`config.mk`:
```
export PLATFORM = sky130hd
export DESIGN_NAME = regfile_write_arbiter
export DESIGN_NICKNAME = d
export VERILOG_FILES = /design/src/rtl/regfile_write_arbiter.sv
export SDC_FILE = /design/constraint.sdc
export NUM_CORES = 1
export LEC_CHECK = 0
export CAP_MARGIN = 25
export CORE_MARGIN = 4
export CORE_UTILIZATION = 45
export CTS_CLUSTER_SIZE = 10
export DETAILED_ROUTE_END_ITERATION = 16
export GPL_TIMING_DRIVEN = 1
export HOLD_SLACK_MARGIN = 0.05
export PLACE_DENSITY = 0.8
export SLEW_MARGIN = 20
export SYNTH_ARGS = -nofsm -noshare
export SYNTH_HDL_FRONTEND = slang
export SYNTH_SLANG_ARGS = --single-unit
```
`constraint.sdc`:
```
create_clock -name clk -period 23.4 [get_ports clk]
set_input_delay 4.68 -clock clk [delete_from_list [all_inputs] [get_ports clk]]
set_output_delay 4.68 -clock clk [all_outputs]
set_load 0.1 [all_outputs]
```
`src/rtl/regfile_write_arbiter.sv`:
```
// regfile_write_arbiter: merges execute (A) and load (B) writeback requests
// onto the register file's single write port in acceptance order. It also
// publishes a per-register scoreboard of writes still in flight, so decode
// can stall reads of those registers.

// One requester queue: a circular buffer with a valid bit per slot. The valid
// bits are kept so the scoreboard can see exactly which entries are live.
module regfile_write_queue #(
    parameter int WORD  = 64,
    parameter int DEPTH = 2
) (
    input  logic            clk,
    input  logic            reset,
    input  logic            enq,
    input  logic [4:0]      enq_reg,
    input  logic [WORD-1:0] enq_data,
    input  logic [3:0]      enq_stamp,
    input  logic            deq,
    output logic            full,
    output logic            head_valid,
    output logic [4:0]      head_reg,
    output logic [WORD-1:0] head_data,
    output logic [3:0]      head_stamp,
    output logic [31:0]     busy_mask
);

    // DEPTH is at most 3, so two-bit pointers cover every legal size.
    logic [DEPTH-1:0] slot_valid;
    logic [4:0]       slot_reg   [DEPTH];
    logic [WORD-1:0]  slot_data  [DEPTH];
    logic [3:0]       slot_stamp [DEPTH];
    logic [1:0]       head_ptr;
    logic [1:0]       tail_ptr;

    // Pointers wrap at DEPTH rather than at a power of two.
    function automatic logic [1:0] ptr_next(input logic [1:0] p);
        return (p == 2'(DEPTH - 1)) ? 2'd0 : p + 2'd1;
    endfunction

    // The queue is full when every slot holds a live entry.
    assign full = &slot_valid;

    // Pointer and occupancy state; enqueue and dequeue may share an edge.
    always_ff @(posedge clk) begin
        if (reset) begin
            head_ptr   <= 2'd0;
            tail_ptr   <= 2'd0;
            slot_valid <= '0;
        end else begin
            if (deq) begin
                for (int i = 0; i < DEPTH; i++) begin
                    if (head_ptr == 2'(i)) begin
                        slot_valid[i] <= 1'b0;
                    end
                end
                head_ptr <= ptr_next(head_ptr);
            end
            if (enq) begin
                for (int i = 0; i < DEPTH; i++) begin
                    if (tail_ptr == 2'(i)) begin
                        slot_valid[i] <= 1'b1;
                    end
                end
                tail_ptr <= ptr_next(tail_ptr);
            end
        end
    end

    // Payload storage needs no reset because the valid bits qualify it.
    always_ff @(posedge clk) begin
        if (enq) begin
            for (int i = 0; i < DEPTH; i++) begin
                if (tail_ptr == 2'(i)) begin
                    slot_reg[i]   <= enq_reg;
                    slot_data[i]  <= enq_data;
                    slot_stamp[i] <= enq_stamp;
                end
            end
        end
    end

    // Present the oldest entry of this queue to the arbiter.
    always_comb begin
        head_valid = 1'b0;
        head_reg   = '0;
        head_data  = '0;
        head_stamp = '0;
        for (int i = 0; i < DEPTH; i++) begin
            if (head_ptr == 2'(i)) begin
                head_valid = slot_valid[i];
                head_reg   = slot_reg[i];
                head_data  = slot_data[i];
                head_stamp = slot_stamp[i];
            end
        end
    end

    // Mark every register that has a live entry anywhere in this queue.
    always_comb begin
        busy_mask = '0;
        for (int i = 0; i < DEPTH; i++) begin
            if (slot_valid[i]) begin
                busy_mask[slot_reg[i]] = 1'b1;
            end
        end
    end

endmodule

// Top level: two requester queues, a shared age stamp, an oldest-first
// arbiter, a registered write stage and the pending-write scoreboard.
module regfile_write_arbiter #(
    parameter int WORD  = 64,
    parameter int DEPTH = 2
) (
    input  logic            clk,
    input  logic            reset,
    input  logic            a_valid,
    output logic            a_ready,
    input  logic [4:0]      a_reg,
    input  logic [WORD-1:0] a_data,
    input  logic            b_valid,
    output logic            b_ready,
    input  logic [4:0]      b_reg,
    input  logic [WORD-1:0] b_data,
    output logic [4:0]      write_register,
    output logic [WORD-1:0] write_data,
    output logic            reg_write,
    input  logic [4:0]      query_reg1,
    input  logic [4:0]      query_reg2,
    output logic            query_pending1,
    output logic            query_pending2,
    output logic [31:0]     pending
);

    localparam logic [4:0] XZR = 5'd31;

    logic            a_enq;
    logic            b_enq;
    logic            a_full;
    logic            b_full;
    logic            a_head_valid;
    logic            b_head_valid;
    logic [4:0]      a_head_reg;
    logic [4:0]      b_head_reg;
    logic [WORD-1:0] a_head_data;
    logic [WORD-1:0] b_head_data;
    logic [3:0]      a_head_stamp;
    logic [3:0]      b_head_stamp;
    logic [31:0]     a_busy;
    logic [31:0]     b_busy;
    logic [3:0]      stamp;
    logic [3:0]      stamp_diff;
    logic            grant_a;
    logic            grant_b;

    // Ready only reflects current occupancy and never looks ahead at a dequeue.
    assign a_ready = !reset && !a_full;
    assign b_ready = !reset && !b_full;

    // Writes to the zero register complete the handshake but are dropped here.
    assign a_enq = a_valid && a_ready && (a_reg != XZR);
    assign b_enq = b_valid && b_ready && (b_reg != XZR);

    regfile_write_queue #(
        .WORD  (WORD),
        .DEPTH (DEPTH)
    ) u_queue_a (
        .clk        (clk),
        .reset      (reset),
        .enq        (a_enq),
        .enq_reg    (a_reg),
        .enq_data   (a_data),
        .enq_stamp  (stamp),
        .deq        (grant_a),
        .full       (a_full),
        .head_valid (a_head_valid),
        .head_reg   (a_head_reg),
        .head_data  (a_head_data),
        .head_stamp (a_head_stamp),
        .busy_mask  (a_busy)
    );

    regfile_write_queue #(
        .WORD  (WORD),
        .DEPTH (DEPTH)
    ) u_queue_b (
        .clk        (clk),
        .reset      (reset),
        .enq        (b_enq),
        .enq_reg    (b_reg),
        .enq_data   (b_data),
        .enq_stamp  (stamp),
        .deq        (grant_b),
        .full       (b_full),
        .head_valid (b_head_valid),
        .head_reg   (b_head_reg),
        .head_data  (b_head_data),
        .head_stamp (b_head_stamp),
        .busy_mask  (b_busy)
    );

    // Shared age stamp; same-edge enqueues share one value, so it bumps once.
    always_ff @(posedge clk) begin
        if (reset) begin
            stamp <= 4'd0;
        end else if (a_enq || b_enq) begin
            stamp <= stamp + 4'd1;
        end
    end

    // Oldest head wins. At most seven writes are outstanding, so a signed
    // 4-bit stamp difference is unambiguous across wrap. Ties go to the load.
    always_comb begin
        stamp_diff = a_head_stamp - b_head_stamp;
        grant_a    = a_head_valid && (!b_head_valid || stamp_diff[3]);
        grant_b    = b_head_valid && !grant_a;
    end

    // Registered write stage; address and data hold while no write issues.
    always_ff @(posedge clk) begin
        if (reset) begin
            reg_write      <= 1'b0;
            write_register <= '0;
            write_data     <= '0;
        end else if (grant_a) begin
            reg_write      <= 1'b1;
            write_register <= a_head_reg;
            write_data     <= a_head_data;
        end else if (grant_b) begin
            reg_write      <= 1'b1;
            write_register <= b_head_reg;
            write_data     <= b_head_data;
        end else begin
            reg_write      <= 1'b0;
        end
    end

    // Scoreboard: queued entries plus the write currently on the port.
    always_comb begin
        pending = a_busy | b_busy;
        if (reg_write) begin
            pending[write_register] = 1'b1;
        end
        pending[31] = 1'b0;
    end

    assign query_pending1 = pending[query_reg1];
    assign query_pending2 = pending[query_reg2];

endmodule

```
# Word level (Yosys, flattened, before mapping)
# Memories as Yosys holds them, arrays and structs flattened.
# Index checks and enable logic that the tools add are counted.
# word_totals
register_bits,86
latchBits,0
ramBits,292
romBits,0
output_inout_bits,106
elab_cells,164
mem_count,6
# memory_table
name,words,width,rd,rd_ports_with_merged_regs,write_ports,line,rtl
u_queue_a.slot_data,2,64,2,0,1,30,logic [WORD-1:0] slot_data [DEPTH];
u_queue_b.slot_data,2,64,2,0,1,30,
u_queue_a.slot_reg,2,5,2,0,1,29,logic [4:0] slot_reg [DEPTH];
u_queue_b.slot_reg,2,5,2,0,1,29,
u_queue_a.slot_stamp,2,4,2,0,1,31,logic [3:0] slot_stamp [DEPTH];
u_queue_b.slot_stamp,2,4,2,0,1,31,
# op_classes
n_addsub,6
n_mul,0
div_mod_pow,0
order_cmp,12
eq_ne,6
shift,0
mux,87
bitwise,4
reduce_logical,33
# ops
operator,count
64-bit two-way mux,8
31-bit two-way mux,5
64-bit OR reduction,2
31-bit OR,4
1-bit two-way mux,45
5-bit by 6-bit < comparator with 1-bit output (second input constant),7
5-bit two-way mux,8
1-bit demux with 5-bit select,5
5-bit by 1-bit >= comparator with 1-bit output (second input constant),5
4-bit two-way mux,6
2-bit two-way mux,8
1-bit logical AND,13
1-bit binary-select mux with 5-bit select,2
5-bit inequality test (second input constant),2
5-bit OR reduction,2
2-bit by 1-bit adder with 2-bit output (second input constant),4
2-bit by 1-bit equality test with 1-bit output (second input constant),4
2-bit logical NOT,4
4-bit OR reduction,2
1-bit logical NOT,5
4-bit by 1-bit adder with 4-bit output (second input constant),1
2-bit AND reduction,2
4-bit subtractor,1
1-bit logical OR,2
2-bit nonzero test,1

# Logic depth before layout (Yosys ltp)
# Gate-level depths: netlist of the first run.
# An unclocked memory read counts as a cell.
# logic_depth
ltp_word,13
mapped_depth,14
ltp_nobuf,8

# By module
# A second synthesis of the first run with hierarchy kept.
# hier_totals
hier_cells,1242
hier_area_um2,16472.0
# by_module_without_submodules
module,n_inst,cells_per_inst,area_each_um2,seq_area_each_um2
regfile_write_queue at u_queue_b,1,395,6183.4,4504.3
regfile_write_queue at u_queue_a,1,395,6175.9,4504.3
regfile_write_arbiter,1,452,4112.7,1481.4

# Least setup slack after synthesis of the first run
# No wires, ideal clock.
# synth_path
kind,input port to output port
from,in query_reg1[0]
to,out query_pending1
arrival_time_ns,8.696
path_slack_ns,10.024
cell_stages,5
path_cell_list,buf_1 > mux4_2 > mux2i_1 > nor3b_1 > nor4_1
# synth_via
elab_chain_len,2
# synth_rtl
element,line,rtl
start: declaration,129,"input logic [4:0] query_reg1,"
1-bit binary-select mux with 5-bit select,248,assign query_pending1 = pending[query_reg1];
1-bit two-way mux (implied by the code),248,
end: declaration,131,"output logic query_pending1,"
# No other way between the ends. The select of a mux whose other input is x is not followed.

# Final worst setup path of the first run
# layout_path
from,in query_reg2[1]
to,out query_pending2
# layout_via
elab_chain_len,2
# layout_rtl
element,line,rtl
start: declaration,130,"input logic [4:0] query_reg2,"
1-bit binary-select mux with 5-bit select,249,assign query_pending2 = pending[query_reg2];
1-bit two-way mux (implied by the code),249,
end: declaration,132,"output logic query_pending2,"
# No other way between the ends. The select of a mux whose other input is x is not followed.

==> results_tabular.tex, run 1 <==
\begin{tabular}{lr}
\hline
Metric & Value \\
\hline
\multicolumn{2}{l}{\textbf{STA}} \\
\quad Setup TNS & 0 ns \\
\quad Share of the clock period used by the worst path & between 50\% and 60\% \\
\quad Final critical delay including setup and external delays & $\sim$12 ns \\
\quad Minimum hold slack & around 0.46 ns \\
\quad Count of final hold-check violations & 0 \\
\quad Number of pins exceeding their max-slew limit in the final report & 0 \\
\quad Minimum setup slack in the final design & $\sim$11 ns \\
\quad Relative slew slack & 28.2\% \\
\quad Highest clock frequency the design can meet & between 80 and 90 MHz \\
\quad RSZ-0062 raised after global routing & false \\
\quad Slew @ Worst Pin & between 1 and 1.5 ns \\
\quad Count of endpoints failing setup in the final report & 0 \\
\quad Worst-case clock skew & 0.0279 ns \\
\multicolumn{2}{l}{\textbf{Clock network}} \\
\quad Latest clock arrival within the worst-skew pair & around 0.54 ns \\
\quad Sinks on the clock net & 378 \\
\quad Root Driver & sky130\_fd\_sc\_hd\_\_clkbuf\_16 \\
\quad Maximum buffer depth of the clock tree & 3 \\
\quad Count of cells resized by post-cts repair & 0 \\
\quad Register clock-pin slew on the reported worst setup and hold paths & approximately 0.05 ns \\
\quad Total clock buffers created by CTS & between 40 and 50 \\
\quad Count of buffers added by post-CTS timing repair for setup & 0 \\
\quad CTS tree & yes \\
\quad H-Tree Level Count & 2 \\
\quad Hold-fix buffers, CTS & 0 \\
\multicolumn{2}{l}{\textbf{Finish}} \\
\quad Total Nets Final & roughly 1500 \\
\quad Layout overhead on the synthesized area & 26.8\% \\
\quad Largest registers & u\_queue\_a.slot\_data x128, u\_queue\_b.slot\_data x128, write\_data x64 \\
\quad Fraction of layout cells with a size suffix above 1 & roughly a tenth \\
\quad Number of inserted diodes & 0 \\
\quad \# fillers & 2685 \\
\quad Core utilization of the finished layout & between 50\% and 60\% \\
\quad Final Cell Area & 0.0201 mm² \\
\quad Multi-input logic area & 0.00493 mm² \\
\quad Area of all sequential standard cells & $\sim$0.010 mm² \\
\multicolumn{2}{l}{\textbf{Die}} \\
\quad Number of top-level pins & 258 \\
\quad Die X-Extent & just under 200 µm \\
\quad Floorplan die height & 196 µm \\
\quad Cell row count & 68 \\
\quad Total Die Area & 0.0383 mm² \\
\quad Placeable Area & 0.0346 mm² \\
\quad Initial cell density of the core & 45.8\% \\
\multicolumn{2}{l}{\textbf{Yosys}} \\
\quad Portion of netlist area occupied by mux cells & a little under an eighth \\
\quad Post-Synth Simple-Gate Area & about a tenth \\
\quad Post-synth EDFFs & around 290 \\
\quad Cell with the most instances after synthesis & sky130\_fd\_sc\_hd\_\_edfxtp\_1 \\
\quad Share of the synthesized area in the top cell type & about 55\% \\
\quad Gate count after technology mapping & between 1000 and 1500 \\
\quad Fraction of synthesis flops using an asynchronous set or reset pin & 0\% \\
\quad Compound-Gate Fraction of Synth Area & 8.92\% \\
\quad Sequential fraction of the synthesis area & 66.2\% \\
\quad XOR/XNOR share of the synthesized area & less than 1\% \\
\quad Largest family of logic cells by synthesized area & multiplexers \\
\quad Largest area contributor in the netlist & sky130\_fd\_sc\_hd\_\_edfxtp\_1 \\
\quad Synth warnings & 0 \\
\quad Post-synth design cell area & approximately 0.016 mm² \\
\quad Average cell area after synthesis & about 14 µm² \\
\quad Syn\_nets & between 1000 and 1500 \\
\quad Distinct cell type count of the synthesized netlist & between 60 and 70 \\
\quad Most numerous cell types in the synthesized netlist & 292 x sky130\_fd\_sc\_hd\_\_edfxtp\_1, 122 x sky130\_fd\_sc\_hd\_\_mux2i\_1, 86 x sky130\_fd\_sc\_hd\_\_dfxtp\_1 \\
\quad Top post-synthesis cells by area & sky130\_fd\_sc\_hd\_\_edfxtp\_1 55\%, sky130\_fd\_sc\_hd\_\_dfxtp\_1 11\%, sky130\_fd\_sc\_hd\_\_mux2i\_1 7.7\%, sky130\_fd\_sc\_hd\_\_o221ai\_1 2.3\%, sky130\_fd\_sc\_hd\_\_mux2\_2 2.3\% \\
\quad Post-Synth Adder-Cell Area & 0.237\% \\
\quad Number of storage elements in the synthesis netlist & roughly 380 \\
\quad Primary flip-flop cell chosen by synthesis mapping & sky130\_fd\_sc\_hd\_\_edfxtp\_1 \\
\multicolumn{2}{l}{\textbf{Hold path}} \\
\quad Min-Delay Path Class & flip-flop to flip-flop \\
\multicolumn{2}{l}{\textbf{Global routing}} \\
\quad Pin count of the biggest net entering global routing & 58 \\
\quad Global route total overflow & 0 \\
\quad Antenna violations before repair & 0 \\
\quad Global-route total usage across every layer & between 20\% and 30\% \\
\quad Vias in the first global route & 11500 \\
\quad Wire length of the first global-routing pass & between 60000 and 70000 µm \\
\multicolumn{2}{l}{\textbf{Status}} \\
\quad Status & finished clean \\
\multicolumn{2}{l}{\textbf{Setup path}} \\
\quad Element type at the critical path end & output pin \\
\quad Arrival time of the worst setup path & roughly 8 ns \\
\quad Setup crit start kind & input port \\
\quad Data required time at the worst endpoint & 18.72 ns \\
\quad Critical setup path kind & input port to output pin \\
\quad Worst-case register-to-register setup slack & 19.68 ns \\
\quad Crit path max fanout & 7 \\
\multicolumn{2}{l}{\textbf{Power and ir drop}} \\
\quad Part of the power in registers & 49.6\% \\
\quad P\_leak & between 6 and 7 nW \\
\quad Net load switching power & $\sim$0.00037 W \\
\quad Worst VDD drop & between 0.00006 and 0.00007 V \\
\quad Switching power as a share of total power & between 20\% and 30\% \\
\quad Power per cell area & 76.9 mW/mm² \\
\quad Clock group share of total power & between 40\% and 50\% \\
\quad Internal power & 0.00118 W \\
\quad Fraction of power consumed by combinational cells & approximately a tenth \\
\multicolumn{2}{l}{\textbf{Placed design}} \\
\quad Area of placed instances & approximately 0.019 mm² \\
\quad Total half-perimeter wirelength after legalization and detailed placement & just under 30000 µm \\
\quad Count of buffers from port buffering & $\sim$260 \\
\quad Pre-CTS setup slack & between 10 and 15 ns \\
\quad GP Congestion & a little over 1 \\
\multicolumn{2}{l}{\textbf{Drt}} \\
\quad DRC violation count after routing & 0 \\
\quad Routed wirelength normalized by instance count & between 20 and 25 µm \\
\quad Via total after detailed routing & 11000 \\
\quad Number of design-rule violations left by the first detailed-router iteration & about 1200 \\
\quad Count of nets left with antenna violations after detail routing & 0 \\
\quad Via-to-Cell Ratio & 5.92 \\
\quad Drt first pass iters & 5 \\
\quad Total wire length & between 40000 and 50000 µm \\
\multicolumn{2}{l}{\textbf{Flow run}} \\
\quad Max Cap Violations & 0 \\
\hline
\end{tabular}
## final cells by class
type                    count  share of cell area, %
flip-flops and latches    378                   52.2
well taps                 455                   2.83
multi-input cells         643                   24.5
clock inverters             6                  0.461
repair buffers            275                   13.4
inverters                  26                  0.486
clock buffers              73                   6.02
## power groups by stage
stage	combinational [W]	clock, W	sequential, W
floorplan	0.0000607	0	0.000815
global placement	0.000157	0	0.000779
detailed placement	0.000159	0	0.000780
CTS	0.000160	0.000630	0.000766
global route	0.000167	0.000659	0.000769
finish	0.000159	0.000619	0.000767
## worst paths after layout
path / startpoint / end / depth (start not counted)
min reg2reg: write_data[5] / write_data[5] / 2
min: write_data[5] / write_data[5] / 2
max: query_reg2[1] / query_pending2 / 6
max reg2reg: u_queue_a.head_ptr[0] / u_queue_b.head_ptr[0] / 8
## through the flow
step                power, W  cells
floorplan           0.000876   1130
global placement    0.000935   1777
detailed placement  0.000939   1777
CTS                  0.00156   1856
global route         0.00160   1856
finish               0.00155   1856
## critical path, cell delays in order
cell and delay [ns]:
sky130_fd_sc_hd__clkdlybuf4s50_1 0.65, sky130_fd_sc_hd__mux4_2 0.53, sky130_fd_sc_hd__and3b_1 0.17, sky130_fd_sc_hd__a311o_1 0.33, sky130_fd_sc_hd__a221oi_2 0.24, sky130_fd_sc_hd__clkdlybuf4s50_1 1.17
## cells by family (layout without fill, tap and decap cells)
kind of cell    Yosys count  after routing
compound gates          184            184
xor+xnor                  8              8
fa+ha+maj                 3              3
buf+inv                 109            380
flops                   378            378
mux                     167            167
other cells               1              1
simple gates            280            280
## metal layers
metal	vias up	share of wire (%)	track usage [%]
met1	5327	39	26.7
li1	4923	-	-
met2	586	48	36.7
met4	0	4.9	10.6
met3	147	7.8	4.93
met5	-	0	0
## placed cells by master, fill, tap and decap left out, types with 30 or more instances in the layout
cell | Yosys | final
sky130_fd_sc_hd__a211oi_1 | 30 | 30
sky130_fd_sc_hd__clkbuf_16 | 0 | 44
sky130_fd_sc_hd__clkdlybuf4s50_1 | 0 | 255
sky130_fd_sc_hd__dfxtp_1 | 86 | 84
sky130_fd_sc_hd__edfxtp_1 | 292 | 292
sky130_fd_sc_hd__mux2_2 | 32 | 32
sky130_fd_sc_hd__mux2i_1 | 122 | 122
sky130_fd_sc_hd__nand2_1 | 57 | 57
sky130_fd_sc_hd__nor2_1 | 81 | 79
sky130_fd_sc_hd__o221ai_1 | 42 | 42
sky130_fd_sc_hd__o22ai_1 | 45 | 45
(Power assumes the default switching activity.)
==> run 2, diff against run 1 <==
--- a/config.mk
+++ b/config.mk
@@ -12,7 +12,7 @@
 export DETAILED_ROUTE_END_ITERATION = 16
 export GPL_TIMING_DRIVEN = 1
 export HOLD_SLACK_MARGIN = 0.05
-export PLACE_DENSITY = 0.8
+export PLACE_DENSITY = 0.83
 export SLEW_MARGIN = 20
 export SYNTH_ARGS = -nofsm -noshare
 export SYNTH_HDL_FRONTEND = slang
==> constraint.sdc (replaced) <==
create_clock -name clk -period 11 [get_ports clk]
set_input_delay 2.2 -clock clk [delete_from_list [all_inputs] [get_ports clk]]
set_output_delay 2.2 -clock clk [all_outputs]
set_load 0.1 [all_outputs]
==> results_tabular.tex, run 2 (synthesis results as in run 1) <==
\begin{tabular}{lr}
\hline
Metric & Value \\
\hline
\multicolumn{2}{l}{\textbf{Die}} \\
\quad Cell row count & 68 \\
\quad Initial cell density of the core & 45.8\% \\
\quad Total Die Area & about 0.038 mm² \\
\quad Number of top-level pins & between 200 and 300 \\
\quad Placeable Area & about 0.035 mm² \\
\quad Floorplan die height & 196 µm \\
\quad Die X-Extent & roughly 200 µm \\
\multicolumn{2}{l}{\textbf{Clock network}} \\
\quad CTS tree & yes \\
\quad Sinks on the clock net & 378 \\
\quad H-Tree Level Count & 2 \\
\quad Total clock buffers created by CTS & 43 \\
\quad Maximum buffer depth of the clock tree & 3 \\
\quad Root Driver & sky130\_fd\_sc\_hd\_\_clkbuf\_16 \\
\quad Latest clock arrival within the worst-skew pair & around 0.54 ns \\
\quad Register clock-pin slew on the reported worst setup and hold paths & $\sim$0.05 ns \\
\quad Count of cells resized by post-cts repair & 0 \\
\quad Count of buffers added by post-CTS timing repair for setup & 0 \\
\quad Hold-fix buffers, CTS & 0 \\
\multicolumn{2}{l}{\textbf{Hold path}} \\
\quad Min-Delay Path Class & flip-flop to flip-flop \\
\quad Capture endpoint of the worst hold path & write\_data[31] \\
\quad Hold Crit Start & write\_data[31] \\
\quad Worst hold path depth & 2 \\
\multicolumn{2}{l}{\textbf{Drt}} \\
\quad Drt first pass iters & 7 \\
\quad Via total after detailed routing & between 10000 and 15000 \\
\quad Via-to-Cell Ratio & 5.93 \\
\quad DRC violation count after routing & 0 \\
\quad Routed wirelength normalized by instance count & about 23 µm \\
\quad Number of design-rule violations left by the first detailed-router iteration & 884 \\
\quad Count of nets left with antenna violations after detail routing & 0 \\
\quad Total wire length & between 40000 and 50000 µm \\
\multicolumn{2}{l}{\textbf{Global routing}} \\
\quad Global route total overflow & 0 \\
\quad Wire length of the first global-routing pass & roughly 66000 µm \\
\quad Vias in the first global route & 11600 \\
\quad Pin count of the biggest net entering global routing & 62 \\
\quad Antenna violations before repair & 0 \\
\quad Global-route total usage across every layer & 21.6\% \\
\multicolumn{2}{l}{\textbf{Power and ir drop}} \\
\quad Part of the power in registers & 50.5\% \\
\quad P\_leak & about 6.4 nW \\
\quad Power per cell area & between 150 and 200 mW/mm² \\
\quad Fraction of power consumed by combinational cells & 10.5\% \\
\quad Switching power as a share of total power & between 20\% and 30\% \\
\quad Worst VDD drop & 0.000166 V \\
\quad Clock group share of total power & around two fifths \\
\quad Net load switching power & around 0.00078 W \\
\quad Internal power & approximately 0.0025 W \\
\multicolumn{2}{l}{\textbf{STA}} \\
\quad RSZ-0062 raised after global routing & false \\
\quad Count of endpoints failing setup in the final report & 0 \\
\quad Number of pins exceeding their max-slew limit in the final report & 0 \\
\quad Slew @ Worst Pin & between 1 and 1.5 ns \\
\quad Share of the clock period used by the worst path & between 60\% and 70\% \\
\quad Highest clock frequency the design can meet & roughly 130 MHz \\
\quad Final critical delay including setup and external delays & between 7 and 8 ns \\
\quad Count of final hold-check violations & 0 \\
\quad Worst-case clock skew & 0.0189 ns \\
\quad Setup TNS & 0 ns \\
\quad Minimum hold slack & approximately 0.46 ns \\
\quad Relative slew slack & around 30\% \\
\multicolumn{2}{l}{\textbf{Setup path}} \\
\quad Element type at the critical path end & output pin \\
\quad Crit path max fanout & 7 \\
\quad Arrival time of the worst setup path & 5.34 ns \\
\quad R2r startpoint & u\_queue\_a.head\_ptr[0] \\
\quad Worst-case register-to-register setup slack & around 6.9 ns \\
\quad Data required time at the worst endpoint & approximately 8.8 ns \\
\quad Critical setup path kind & input port to output pin \\
\quad Cell depth of the worst flop-to-flop path & 10 \\
\quad Reg-to-Reg End & write\_data[38] \\
\quad Setup crit start kind & input port \\
\multicolumn{2}{l}{\textbf{Status}} \\
\quad Status & finished clean \\
\multicolumn{2}{l}{\textbf{Finish}} \\
\quad Number of inserted diodes & 0 \\
\quad Layout overhead on the synthesized area & 26.4\% \\
\quad Most used cells in the layout excluding fill and tap cells & 292 x sky130\_fd\_sc\_hd\_\_edfxtp\_1, 255 x sky130\_fd\_sc\_hd\_\_clkdlybuf4s50\_1, 122 x sky130\_fd\_sc\_hd\_\_mux2i\_1, 84 x sky130\_fd\_sc\_hd\_\_dfxtp\_1, 79 x sky130\_fd\_sc\_hd\_\_nor2\_1 \\
\quad Multi-input logic area & 0.00493 mm² \\
\quad Area of all sequential standard cells & between 0.01 and 0.015 mm² \\
\quad \# fillers & 2686 \\
\quad Fraction of layout cells with a size suffix above 1 & 9.51\% \\
\quad Largest registers & u\_queue\_a.slot\_data x128, u\_queue\_b.slot\_data x128, write\_data x64 \\
\quad Most common cell after layout, fill and taps aside & sky130\_fd\_sc\_hd\_\_edfxtp\_1 \\
\quad Total Nets Final & 1521 \\
\multicolumn{2}{l}{\textbf{Flow run}} \\
\quad Max Cap Violations & 0 \\
\multicolumn{2}{l}{\textbf{Placed design}} \\
\quad Count of buffers from port buffering & between 200 and 300 \\
\quad GP Congestion & 1.02 \\
\quad Total half-perimeter wirelength after legalization and detailed placement & 28300 µm \\
\hline
\end{tabular}
==> run 2: cell types whose count changed in the layout (fill, tap and decap cells not counted), sizes merged <==
cell / before / now
bufinv: 2 / 0
buf: 20 / 19
clkbuf: 73 / 74
clkinv: 4 / 3
==> run 2: layout make-up <==
cell class	count	area share (%)
multi-input cells	643	24.6
well taps	455	2.84
repair buffers	274	13.4
clock buffers	74	5.95
clock inverters	3	0.275
flip-flops and latches	378	52.4
inverters	26	0.487
==> run 2: metal layers <==
| layer | up-vias | global-route usage, % | wire length, µm |
|---|---|---|---|
| met1 | 5343 | 26.8 | 16700 |
| li1 | 4935 | - | - |
| met5 | - | 0 | 0 |
| met2 | 584 | 37.2 | 21200 |
| met4 | 0 | 8.22 | 1640 |
| met3 | 121 | 4.81 | 3460 |
==> run 2: metrics by stage <==
| stage | cells | util [%] | power (W) | setup WS (ns) | area, µm² |
|---|---|---|---|---|---|
| floorplan | 1130 | - | 0.00186 | 0.984 | 15900 |
| finish | 1853 | 57.9 | 0.00323 | 3.46 | 20000 |
| global placement | 1776 | 54.3 | 0.00199 | 3.50 | 18800 |
| detailed placement | 1776 | 54.3 | 0.00200 | 3.49 | 18800 |
| global route | 1853 | 57.9 | 0.00335 | 3.33 | 20000 |
| CTS | 1853 | 57.9 | 0.00326 | 3.48 | 20000 |
==> run 2: worst max path at each step <==
stage,from,end,slack (ns),cells after the start
finish,query_reg2[1],query_pending2,3.46,6
global route,query_reg2[1],query_pending2,3.33,7
CTS,query_reg2[1],query_pending2,3.48,6
detailed placement,query_reg2[1],query_pending2,3.49,6
global placement,query_reg2[1],query_pending2,3.50,6
floorplan,reset,u_queue_a.slot_valid[0],0.98,5
==> run 2: worst max-delay path, stage by stage <==
cell	delay, ns
sky130_fd_sc_hd__clkdlybuf4s50_1	0.64
sky130_fd_sc_hd__mux4_2	0.55
sky130_fd_sc_hd__and3b_1	0.18
sky130_fd_sc_hd__a311o_1	0.34
sky130_fd_sc_hd__a221oi_2	0.26
sky130_fd_sc_hd__clkdlybuf4s50_1	1.17
==> run 2: power groups by stage <==
stage	Combinational (W)	Sequential, W	Clock [W]
3_5_place_dp	0.000339	0.00166	0
5_1_grt	0.000357	0.00163	0.00135
3_3_place_gp	0.000333	0.00166	0
2_1_floorplan	0.000129	0.00173	0
6_report	0.000339	0.00163	0.00126
4_1_cts	0.000341	0.00163	0.00129
==> run 3, diff against run 2 <==
==> constraint.sdc (replaced) <==
create_clock -name clk -period 6.8 [get_ports clk]
set_input_delay 1.36 -clock clk [delete_from_list [all_inputs] [get_ports clk]]
set_output_delay 1.36 -clock clk [all_outputs]
set_load 0.1 [all_outputs]
==> results_tabular.tex, run 3 (synthesis results as in run 1) <==
\begin{tabular}{lr}
\hline
Metric & Value \\
\hline
\multicolumn{2}{l}{\textbf{Setup path}} \\
\quad Critical path origin & query\_reg2[1] \\
\quad Setup crit start kind & input port \\
\quad Data required time at the worst endpoint & around 5.4 ns \\
\quad Arrival time of the worst setup path & $\sim$3.7 ns \\
\quad R2r startpoint & u\_queue\_a.head\_ptr[0] \\
\quad Critical setup path kind & input port to output pin \\
\quad Element type at the critical path end & output pin \\
\quad Crit path max fanout & 7 \\
\multicolumn{2}{l}{\textbf{STA}} \\
\quad Count of endpoints failing setup in the final report & 0 \\
\quad Count of final hold-check violations & 0 \\
\quad Minimum hold slack & 0.471 ns \\
\quad Highest clock frequency the design can meet & 199 MHz \\
\quad Share of the clock period used by the worst path & 74.0\% \\
\quad RSZ-0062 raised after global routing & false \\
\quad Slew @ Worst Pin & between 1 and 1.5 ns \\
\quad Minimum setup slack in the final design & 1.77 ns \\
\quad Worst-case clock skew & slightly above 0.01 ns \\
\quad Final critical delay including setup and external delays & between 5 and 6 ns \\
\quad Relative slew slack & about a quarter \\
\quad Number of pins exceeding their max-slew limit in the final report & 0 \\
\multicolumn{2}{l}{\textbf{Hold path}} \\
\quad Hold Crit Start & write\_data[42] \\
\quad Min-Delay Path Class & flip-flop to flip-flop \\
\multicolumn{2}{l}{\textbf{Placed design}} \\
\quad Pre-CTS setup slack & between 1.5 and 2 ns \\
\quad Count of buffers from port buffering & approximately 260 \\
\quad Total half-perimeter wirelength after legalization and detailed placement & between 20000 and 30000 µm \\
\quad GP Congestion & about 0.97 \\
\multicolumn{2}{l}{\textbf{Finish}} \\
\quad Layout overhead on the synthesized area & 26.9\% \\
\quad \# fillers & between 2000 and 3000 \\
\quad Multi-input logic area & 0.00496 mm² \\
\quad Most used cells in the layout excluding fill and tap cells & 292 x sky130\_fd\_sc\_hd\_\_edfxtp\_1, 253 x sky130\_fd\_sc\_hd\_\_clkdlybuf4s50\_1, 122 x sky130\_fd\_sc\_hd\_\_mux2i\_1, 84 x sky130\_fd\_sc\_hd\_\_dfxtp\_1, 79 x sky130\_fd\_sc\_hd\_\_nor2\_1 \\
\quad Largest registers & u\_queue\_a.slot\_data x128, u\_queue\_b.slot\_data x128, write\_data x64 \\
\quad Area of all sequential standard cells & 0.0105 mm² \\
\quad Fraction of layout cells with a size suffix above 1 & under 10\% \\
\quad Total Nets Final & between 1500 and 2000 \\
\quad Most common cell after layout, fill and taps aside & sky130\_fd\_sc\_hd\_\_edfxtp\_1 \\
\multicolumn{2}{l}{\textbf{Power and ir drop}} \\
\quad Worst VDD drop & between 0.0002 and 0.00025 V \\
\quad P\_leak & roughly 6.4 nW \\
\quad Power per cell area & 263 mW/mm² \\
\multicolumn{2}{l}{\textbf{Die}} \\
\quad Floorplan die height & between 150 and 200 µm \\
\quad Cell row count & a little under 70 \\
\quad Number of top-level pins & $\sim$260 \\
\quad Placeable Area & 0.0346 mm² \\
\quad Initial cell density of the core & between 40\% and 50\% \\
\quad Total Die Area & about 0.038 mm² \\
\quad Die X-Extent & between 150 and 200 µm \\
\multicolumn{2}{l}{\textbf{Clock network}} \\
\quad Hold-fix buffers, CTS & 0 \\
\quad Count of cells resized by post-cts repair & 0 \\
\quad CTS tree & yes \\
\quad Latest clock arrival within the worst-skew pair & roughly 0.53 ns \\
\quad Total clock buffers created by CTS & 43 \\
\quad Root Driver & sky130\_fd\_sc\_hd\_\_clkbuf\_16 \\
\quad Sinks on the clock net & roughly 380 \\
\quad Register clock-pin slew on the reported worst setup and hold paths & about 0.050 ns \\
\quad H-Tree Level Count & 2 \\
\quad Maximum buffer depth of the clock tree & 3 \\
\quad Count of buffers added by post-CTS timing repair for setup & 0 \\
\multicolumn{2}{l}{\textbf{Drt}} \\
\quad Met1 WL & about 17000 µm \\
\quad Met2 Routed Length & 21700 µm \\
\quad Drt first pass iters & 6 \\
\quad DRC violation count after routing & 0 \\
\quad Highest metal layer used by the detailed router & met5 \\
\quad Count of nets left with antenna violations after detail routing & 0 \\
\quad Via total after detailed routing & 11200 \\
\quad Total wire length & between 40000 and 50000 µm \\
\quad Via-to-Cell Ratio & 6.00 \\
\quad Detail Route met3 WL & 4460 µm \\
\quad Routed wirelength normalized by instance count & $\sim$24 µm \\
\quad Number of design-rule violations left by the first detailed-router iteration & 1018 \\
\multicolumn{2}{l}{\textbf{Global routing}} \\
\quad Global route total overflow & 0 \\
\quad Antenna violations before repair & 2 \\
\quad Wire length of the first global-routing pass & between 60000 and 70000 µm \\
\quad Global-route total usage across every layer & 22.3\% \\
\quad Vias in the first global route & between 10000 and 15000 \\
\quad Pin count of the biggest net entering global routing & 56 \\
\multicolumn{2}{l}{\textbf{Status}} \\
\quad Status & finished clean \\
\multicolumn{2}{l}{\textbf{Flow run}} \\
\quad Max Cap Violations & 0 \\
\hline
\end{tabular}
-- run 3: cell types whose count changed in the layout (fill, tap and decap cells not counted), moves of 2 or more --
cell                              delta
sky130_fd_sc_hd__nor3_4              +4
sky130_fd_sc_hd__diode_2             +2
sky130_fd_sc_hd__clkbuf_1            +2
sky130_fd_sc_hd__buf_4               +2
sky130_fd_sc_hd__clkdlybuf4s50_1     -2
sky130_fd_sc_hd__clkbuf_16           +2
sky130_fd_sc_hd__nor3_2              -4
-- run 3: cell type report --
type	instances	area share, %
repair buffers	276	13.5
diodes	2	0.0249
multi-input cells	643	24.7
clock buffers	79	6.28
flip-flops and latches	378	52.2
inverters	26	0.485
well taps	455	2.83
-- run 3: metal layers --
metal / track usage, % / vias to the layer above
met5: 0 / -
met4: 9.18 / 2
met3: 5.56 / 141
met2: 38.1 / 628
met1: 27.2 / 5474
li1: - / 4916
-- run 3: worst max-delay path, cell delays in order --
cell and delay [ns]:
sky130_fd_sc_hd__clkdlybuf4s50_1 0.67, sky130_fd_sc_hd__mux4_2 0.55, sky130_fd_sc_hd__and3b_1 0.17, sky130_fd_sc_hd__a311o_1 0.33
sky130_fd_sc_hd__a221oi_2 0.25, sky130_fd_sc_hd__buf_4 0.33
-- run 3: path summary, 6_finish.rpt --
kind / endpoint / cells past startpoint / slack [ns]
worst min-delay path: write_data[42] / 2 / 0.47
worst min register to register: write_data[42] / 2 / 0.47
worst max register to register: write_data[7] / 10 / 2.89
worst max-delay path: query_pending2 / 6 / 1.77
-- run 3: per-stage QoR --
step	std cells	TNS (ns)	utilization, %	area [µm²]	total power (W)
floorplan	1130	-26.81	-	15900	0.00301
global placement	1776	0	54.3	18800	0.00322
detailed placement	1776	0	54.3	18800	0.00323
CTS	1855	0	58.0	20100	0.00532
global route	1857	0	58.1	20100	0.00545
finish	1859	0	58.1	20100	0.00528
-- run 3: where the power goes --
part | internal (W) | switching, W
Clock | 0.00124 | 0.000850
Combinational | 0.000191 | 0.000361
Sequential | 0.00258 | 0.0000553
Total | 0.00402 | 0.00127
